## src/rtl/bcd_pkg.sv

```systemverilog
// Shared BCD definitions: digit width and the converter FSM state type.
// Also imported by the downstream BCD-to-7-segment decoder stage.
package bcd_pkg;

  localparam int unsigned BCD_DIGIT_W = 4;

  typedef enum logic [1:0] {
    StIdle  = 2'd0,
    StShift = 2'd1,
    StDone  = 2'd2
  } state_e;

endpackage

```

## src/rtl/bcd_add3.sv

```systemverilog
// Double-dabble digit correction: add 3 to a BCD digit that is 5 or more.
// Purely combinational; carries never cross into the neighbouring digit.
module bcd_add3
  import bcd_pkg::*;
(
  input  logic [BCD_DIGIT_W-1:0] i_digit,
  output logic [BCD_DIGIT_W-1:0] o_digit
);

  always_comb begin
    o_digit = i_digit;
    if (i_digit >= BCD_DIGIT_W'(5)) begin
      o_digit = i_digit + BCD_DIGIT_W'(3);
    end
  end

endmodule

```

## src/rtl/bin2bcd_seq.sv

```systemverilog
// Sequential binary-to-BCD converter (double-dabble), one bit per clock.
// Result appears W+1 cycles after start is accepted and holds until the next result.
module bin2bcd_seq
  import bcd_pkg::*;
#(
  parameter int unsigned W      = 10,
  parameter int unsigned DIGITS = 4
) (
  input  logic                          clk,
  input  logic                          rst,
  input  logic                          start,
  input  logic [W-1:0]                  bin_in,
  output logic                          busy,
  output logic                          done,
  output logic [BCD_DIGIT_W*DIGITS-1:0] bcd_out
);

  localparam int unsigned CNT_W = $clog2(W + 1);
  localparam int unsigned BCD_W = BCD_DIGIT_W * DIGITS;

  state_e             r_state_q, w_state_d;
  logic [BCD_W-1:0]   r_scratch_q, w_scratch_d;
  logic [W-1:0]       r_bin_q, w_bin_d;
  logic [CNT_W-1:0]   r_cnt_q, w_cnt_d;
  logic [BCD_W-1:0]   r_bcd_q, w_bcd_d;

  logic [BCD_W-1:0]   w_corr;
  logic [BCD_W+W-1:0] w_cat;

  for (genvar g = 0; g < DIGITS; g++) begin : g_add3
    bcd_add3 u_add3 (
      .i_digit (r_scratch_q[g*BCD_DIGIT_W +: BCD_DIGIT_W]),
      .o_digit (w_corr[g*BCD_DIGIT_W +: BCD_DIGIT_W])
    );
  end

  // Correct first, then shift the whole {scratch, binary} pair left by one.
  assign w_cat = {w_corr[BCD_W-2:0], r_bin_q, 1'b0};

  always_comb begin
    w_state_d   = r_state_q;
    w_scratch_d = r_scratch_q;
    w_bin_d     = r_bin_q;
    w_cnt_d     = r_cnt_q;
    w_bcd_d     = r_bcd_q;
    unique case (r_state_q)
      StIdle: begin
        if (start) begin
          w_bin_d     = bin_in;
          w_scratch_d = '0;
          w_cnt_d     = CNT_W'(W);
          w_state_d   = StShift;
        end
      end
      StShift: begin
        w_scratch_d = w_cat[W +: BCD_W];
        w_bin_d     = w_cat[W-1:0];
        w_cnt_d     = r_cnt_q - CNT_W'(1);
        // The final shift publishes its own result directly.
        if (r_cnt_q == CNT_W'(1)) begin
          w_bcd_d   = w_cat[W +: BCD_W];
          w_state_d = StDone;
        end
      end
      StDone: begin
        w_state_d = StIdle;
      end
      default: begin
        w_state_d = StIdle;
      end
    endcase
  end

  always_ff @(posedge clk) begin
    if (rst) begin
      r_state_q   <= StIdle;
      r_scratch_q <= '0;
      r_bin_q     <= '0;
      r_cnt_q     <= '0;
      r_bcd_q     <= '0;
    end else begin
      r_state_q   <= w_state_d;
      r_scratch_q <= w_scratch_d;
      r_bin_q     <= w_bin_d;
      r_cnt_q     <= w_cnt_d;
      r_bcd_q     <= w_bcd_d;
    end
  end

  assign busy    = (r_state_q != StIdle);
  assign done    = (r_state_q == StDone);
  assign bcd_out = r_bcd_q;

endmodule

```

## config.mk

```make
export PLATFORM = sky130hd
export DESIGN_NAME = bin2bcd_seq
export DESIGN_NICKNAME = d
export VERILOG_FILES = /design/src/rtl/bcd_pkg.sv /design/src/rtl/bcd_add3.sv /design/src/rtl/bin2bcd_seq.sv
export SDC_FILE = /design/constraint.sdc
export NUM_CORES = 1
export LEC_CHECK = 0
export BUFFER_PORTS_ARGS = -buffer_cell sky130_fd_sc_hd__buf_2
export CAP_MARGIN = 10
export CORE_MARGIN = 4
export CORE_UTILIZATION = 55
export CTS_CLUSTER_DIAMETER = 40
export DETAILED_ROUTE_END_ITERATION = 16
export GPL_TIMING_DRIVEN = 0
export HOLD_SLACK_MARGIN = 0.12
export PLACE_DENSITY = 0.78
export SLEW_MARGIN = 20
export SYNTH_ARGS = -nofsm -noshare
export SYNTH_HDL_FRONTEND = slang
export SYNTH_HIERARCHICAL = 1
export SYNTH_SLANG_ARGS = --single-unit
```

## constraint.sdc

```tcl
create_clock -name clk -period 3.4 [get_ports clk]
set_input_delay 0.68 -clock clk [delete_from_list [all_inputs] [get_ports clk]]
set_output_delay 0.68 -clock clk [all_outputs]
set_load 0.02 [all_outputs]
```

==> out/metrics.yaml, run 1 <==
worst_setup_path:
  criticalPathCategory: "reg2out"
  cp_top_family: "buffers and inverters"
  worstPathRequired_ps: 2720
  arrival_ps: 1400
  cp_peak_stage_delay_ps: 350
  worstPathMaxFanout: 10
  critPathSlowestCell: "sky130_fd_sc_hd__dfxtp_1"
  cp-end-kind: "output port"
  ordered_list_of_cells_on_the_worst_path: "buf_6 > clkbuf_1 > nor2b_1 > buf_2"
  timing.critical_path.from_type: "register"
  critPathBufInv: 3
clock_tree:
  ctsLongestPathBuffers: 2
  cts_root_buf: "sky130_fd_sc_hd__clkbuf_8"
  worst_setup_hold_path_clk_slew_ps: 90
  cts.repair_timing.setup_buffer_count: 0
  clock_latency_ps: 320
  tritoncts: "done"
  cts_made_buffers: 5
  cts_hold_buf: 0
  cts_htree_levels: 2
  postCtsResizedCells: 0
  cts_sink_cnt: 48
timing:
  timing_hold_violations_final: 0
  achievable-frequency_mhz: 480
  grt_setup_unrepaired: "false"
  maxSlewViolCount: 0
  min_period_ps: 2080
  worst-slew-pin-transition_ps: 500
  timing.final.ws_setup_ps: 1320
  min_period_over_period_pct: 61.2
  fin_setup_tns_ps: 0
  max-slew-margin-rel_pct: 66.6
  setup_viol: 0
  fin_worst_skew_ps: 10.7
layout:
  nets: 316
  final_core_util_pct: 66.1
  nFillCells: 353
  final-instance-count-excl-fill: 344
  area_growth_syn_to_layout_pct: 13.6
  area_taken_by_flip_flops_and_latches_sq_um: 961
  multi_input_area_sq_mm: 0.00127
  post_route_cells_drive_above_1_share_pct: 19.0
  antennaDiodeCount: 0
power:
  power.leakage_uw: 0.00112
  sum_of_internal_switching_and_leakage_power_uw: 1110
  power_per_cell_area_mw_per_mm2: 412
  vdd_ir_drop_max_mv: 0.564
grt:
  overflow: 0
  global_route.usage.total_pct: 19.3
  antenna_found_initial: 0
  grt_max_degree: 16
  grt_pass1_vias: 1753
  grt_pass1_wl_mm: 7.87
run:
  max_cap_viol_count: 0
place:
  place_inst: 336
  routabilityCongestion: 0.819
  dp_hpwl_mm: 3.31
  number_of_buffers_added_on_ports: 30
  detailedPlace.worstSlack_ps: 1570
routing:
  dr.pass1.iters: 4
  routed-via-count: 1833
  wire_per_inst_um: 13.4
  drt.antenna.violating_nets: 0
  drcViolationCount: 0
  routed_wire_length_mm: 4.61
  first_iter_violations: 146
  via_per_inst: 5.33
die:
  initial_core_util_pct: 58.2
  coreArea_sq_mm: 0.00409
  die-width_um: 73.8
  die_ar_sq_mm: 0.00544
  pin_count: 31
  die_y_um: 73.8
  std_cell_rows: 23
yosys:
  synth_nets: 279
  syn_area_per_cell_sq_um: 9.29
  synth_cells: 256
  synthesis.yosys.warnings: 6
  syn-cell-area_sq_mm: 0.00238
hold_path:
  hp-class: "reg2reg"
status:
  outcome: "finished, final reports clean"
-- tightest hold or removal path, cell delays in order, from the launching register on --
cell and delay [ps]:
sky130_fd_sc_hd__dfxtp_1 320, sky130_fd_sc_hd__nand2b_1 60, sky130_fd_sc_hd__mux2i_1 50
-- path summary, 6_finish.rpt --
| path | slack (ps) | cells past startpoint | endpoint | startpoint |
|---|---|---|---|---|
| hold / removal | 480 | 2 | bcd_out[12]$_SDFFE_PP0P_ | bcd_out[12]$_SDFFE_PP0P_ |
| hold reg to reg | 480 | 2 | bcd_out[12]$_SDFFE_PP0P_ | bcd_out[12]$_SDFFE_PP0P_ |
| setup / recovery | 1320 | 4 | done | r_state_q[0]$_SDFFE_PP0P_ |
| setup reg to reg | 1850 | 7 | bcd_out[6]$_SDFFE_PP0P_ | r_scratch_q[5]$_SDFFE_PP0P_ |
-- layer usage --
layer	GRT usage (%)	share of wire, %
met2	29.9	46
met1	24.9	49
met3	7.39	3.8
met5	0	0
met4	5.84	1.3
-- cell type report --
type / instances / share of cell area (%)
multi-input cells: 182 / 46.9
flip-flops and latches: 48 / 35.6
inverters: 11 / 1.53
plain buffers: 15 / 4.03
clock buffers: 5 / 2.55
repair buffers: 30 / 5.56
well taps: 50 / 2.31
clock inverters: 3 / 1.57
-- state kept, by name, summed over array words and instances (netlist names) --
signal and flops:
r_cnt_q 4, r_scratch_q 16, r_state_q 2, r_bin_q 10, bcd_out 16
-- per-stage QoR --
step | hold slack [ps] | area [sq um]
2_1_floorplan | 440 | 2380
4_1_cts | 475 | 2700
6_report | 475 | 2700
3_5_place_dp | 457 | 2590
3_3_place_gp | 454 | 2590
5_1_grt | 491 | 2700
-- report_power, final --
part	switching, uW	internal, uW
clock network	202	218
registers	10.3	577
logic	58.7	47.2
-- placed cells by master, fill, tap and decap left out, types with 2 or more instances in the layout --
cell type	count
sky130_fd_sc_hd__xnor2_1	4
sky130_fd_sc_hd__clkbuf_1	7
sky130_fd_sc_hd__a21oi_1	2
sky130_fd_sc_hd__buf_6	4
sky130_fd_sc_hd__a221oi_1	2
sky130_fd_sc_hd__inv_1	11
sky130_fd_sc_hd__clkbuf_8	5
sky130_fd_sc_hd__a21oi_2	4
sky130_fd_sc_hd__dfxtp_1	48
sky130_fd_sc_hd__buf_2	32
sky130_fd_sc_hd__o21ai_1	3
sky130_fd_sc_hd__a22o_1	24
sky130_fd_sc_hd__ha_1	10
sky130_fd_sc_hd__mux2i_1	20
sky130_fd_sc_hd__nand2_1	32
sky130_fd_sc_hd__o21ai_0	12
sky130_fd_sc_hd__nor2_1	11
sky130_fd_sc_hd__nor2b_1	3
sky130_fd_sc_hd__a31oi_1	2
sky130_fd_sc_hd__nand2b_1	40
Note: power is estimated with default switching activity, not from simulation.
==> inputs of run 2 (changes only) <==
ABC_AREA = 1   (was not set)
CORE_UTILIZATION = 52   (was 55)
PLACE_DENSITY = 0.77   (was 0.78)
clock period = 1.85 ns   (was 3.4 ns; I/O delays follow)
==> run 2 against run 1 <==
Register-to-register slack got worse by 1400 ps; first-iteration DRC count grew 2.7%; hold slack got worse by 130 ps; sequential power is 93% higher; sequential share of layout area decreased by 2.0 points; count of clock-buffer cells in the layout up 1; global-route usage is 1.9 points lower; clock power up 77%; power grew 100%; final area grew 6.0%.
==> out/metrics.yaml, run 2 <==
power:
  power_frac_clock_pct: 33.3
  vdd_ir_drop_max_mv: 0.362
  power_frac_seq_pct: 50.6
  p_switching_uw: 613
  switching_share_pct: 27.5
  power.leakage_uw: 0.00140
  p_int_uw: 1620
  power.combinational.fraction_pct: 16.0
  power_per_cell_area_mw_per_mm2: 778
place:
  dp_hpwl_mm: 3.80
  postPlaceCellArea_sq_mm: 0.00276
  number_of_buffers_added_on_ports: 29
  routabilityCongestion: 0.850
clock_tree:
  cts_made_buffers: 5
  clock_latency_ps: 300
  ctsLongestPathBuffers: 2
  postCtsResizedCells: 0
  cts.repair_timing.setup_buffer_count: 0
  cts_root_buf: "sky130_fd_sc_hd__clkbuf_8"
  cts_htree_levels: 2
  cts_sink_cnt: 48
  tritoncts: "done"
  cts_hold_buf: 0
  worst_setup_hold_path_clk_slew_ps: 80
timing:
  timing_hold_violations_final: 0
  grt_setup_unrepaired: "false"
  hold_slack_ps: 346
  min_period_ps: 1650
  setup_viol: 0
  min_period_over_period_pct: 89.4
  fin_worst_skew_ps: 9.95
  max-slew-margin-rel_pct: 65.2
  worst-slew-pin-transition_ps: 523
  fin_setup_tns_ps: 0
  achievable-frequency_mhz: 605
  maxSlewViolCount: 0
hold_path:
  holdCritStartpoint: "bin_in[0]"
  hp-class: "in2reg"
  timing.hold.worst_path_depth: 3
  hold_path_end: "r_bin_q[0]$_SDFFE_PP0P_"
worst_setup_path:
  r2r_slack_ps: 440
  ff2ff_path_depth: 7
  worstPathRequired_ps: 1480
  r2r-start: "r_scratch_q[4]$_SDFFE_PP0P_"
  timing.critical_path.from_type: "register"
  worstPathMaxFanout: 10
  criticalPathCategory: "reg2out"
  arrival_ps: 1280
  critical_path.reg2reg.endpoint: "r_scratch_q[8]$_SDFFE_PP0P_"
  cp-end-kind: "output port"
yosys:
  syn_area_per_cell_sq_um: 6.56
  syn-cell-area_sq_mm: 0.00253
  synth_cells: 385
  synth_nets: 408
  synthesis.yosys.warnings: 6
grt:
  grt_max_degree: 15
  grt_pass1_wl_mm: 8.67
  overflow: 0
  grt_pass1_vias: 2065
  global_route.usage.total_pct: 17.4
  antenna_found_initial: 0
routing:
  drt.antenna.violating_nets: 0
  wire_per_inst_um: 10.5
  routed_wire_length_mm: 5.13
  via_per_inst: 4.73
  drcViolationCount: 0
  dr.pass1.iters: 4
  first_iter_violations: 150
  routed-via-count: 2311
die:
  std_cell_rows: 25
  die_ar_sq_mm: 0.00604
  die-width_um: 77.7
  die_y_um: 77.7
  initial_core_util_pct: 53.5
  coreArea_sq_mm: 0.00472
  pin_count: 31
layout:
  most_frequent_cells_in_the_layout: "sky130_fd_sc_hd__nand2_1 (117), sky130_fd_sc_hd__nor2_1 (61), sky130_fd_sc_hd__inv_1 (52)"
  antennaDiodeCount: 0
  area_growth_syn_to_layout_pct: 13.3
  post_route_cells_drive_above_1_share_pct: 17.3
  nets: 444
  final_common_cell: "sky130_fd_sc_hd__nand2_1"
  finish.instance_area_sq_mm: 0.00286
run:
  max_cap_viol_count: 0
status:
  outcome: "finished, final reports clean"
-- run 2: layer usage --
| metal | up-vias | GRT usage (%) | share of wire (%) |
|---|---|---|---|
| li1 | 1234 | - | - |
| met1 | 1052 | 20.8 | 46 |
| met2 | 20 | 31.3 | 50 |
| met3 | 5 | 3.36 | 2.4 |
| met4 | 0 | 5.34 | 1.1 |
| met5 | - | 0 | 0 |
-- run 2: area by class of cell --
cell class	instances	area, sq um
clock inverters	2	35.0
repair buffers	29	145
clock buffers	6	72.6
well taps	67	83.8
multi-input cells	266	1280
flip-flops and latches	48	961
fillers	443	1860
inverters	57	214
plain buffers	14	70.1
-- run 2: worst max-delay path by stage --
stage,cells after the start,endpoint,start,slack [ps]
after CTS,4,busy,r_state_q[0]$_SDFFE_PP0P_,180
after global routing,4,busy,r_state_q[0]$_SDFFE_PP0P_,100
after floorplan,8,bcd_out[10]$_SDFFE_PP0P_,r_scratch_q[8]$_SDFFE_PP0P_,630
after global placement,6,bcd_out[13]$_SDFFE_PP0P_,r_cnt_q[1]$_SDFFE_PP0P_,490
final,4,busy,r_state_q[0]$_SDFFE_PP0P_,200
after detailed placement,6,bcd_out[8]$_SDFFE_PP0P_,r_cnt_q[1]$_SDFFE_PP0P_,440
-- run 2: worst max-delay path, stage by stage, from the launching register on --
cell and delay, ps:
sky130_fd_sc_hd__dfxtp_1 350, sky130_fd_sc_hd__buf_2 190, sky130_fd_sc_hd__nor2_1 240, sky130_fd_sc_hd__inv_1 60
sky130_fd_sc_hd__buf_2 160
-- run 2: through the flow --
step / total power [uW] / utilization [%] / instances / setup WS, ps
after global placement: 1500 / 58.4 / 481 / 488
after global routing: 2350 / 60.6 / 489 / 99.9
final: 2230 / 60.6 / 489 / 197
after floorplan: 1410 / - / 385 / 627
after CTS: 2250 / 60.6 / 489 / 180
after detailed placement: 1510 / 58.4 / 481 / 440
-- run 2: power groups by stage --
stage                     logic [uW]  registers (uW)  clock network [uW]
after floorplan                  248            1160                   0
after global placement           353            1150                   0
after detailed placement         357            1150                   0
after CTS                        359            1130                 762
after global routing             406            1140                 810
final                            357            1130                 743
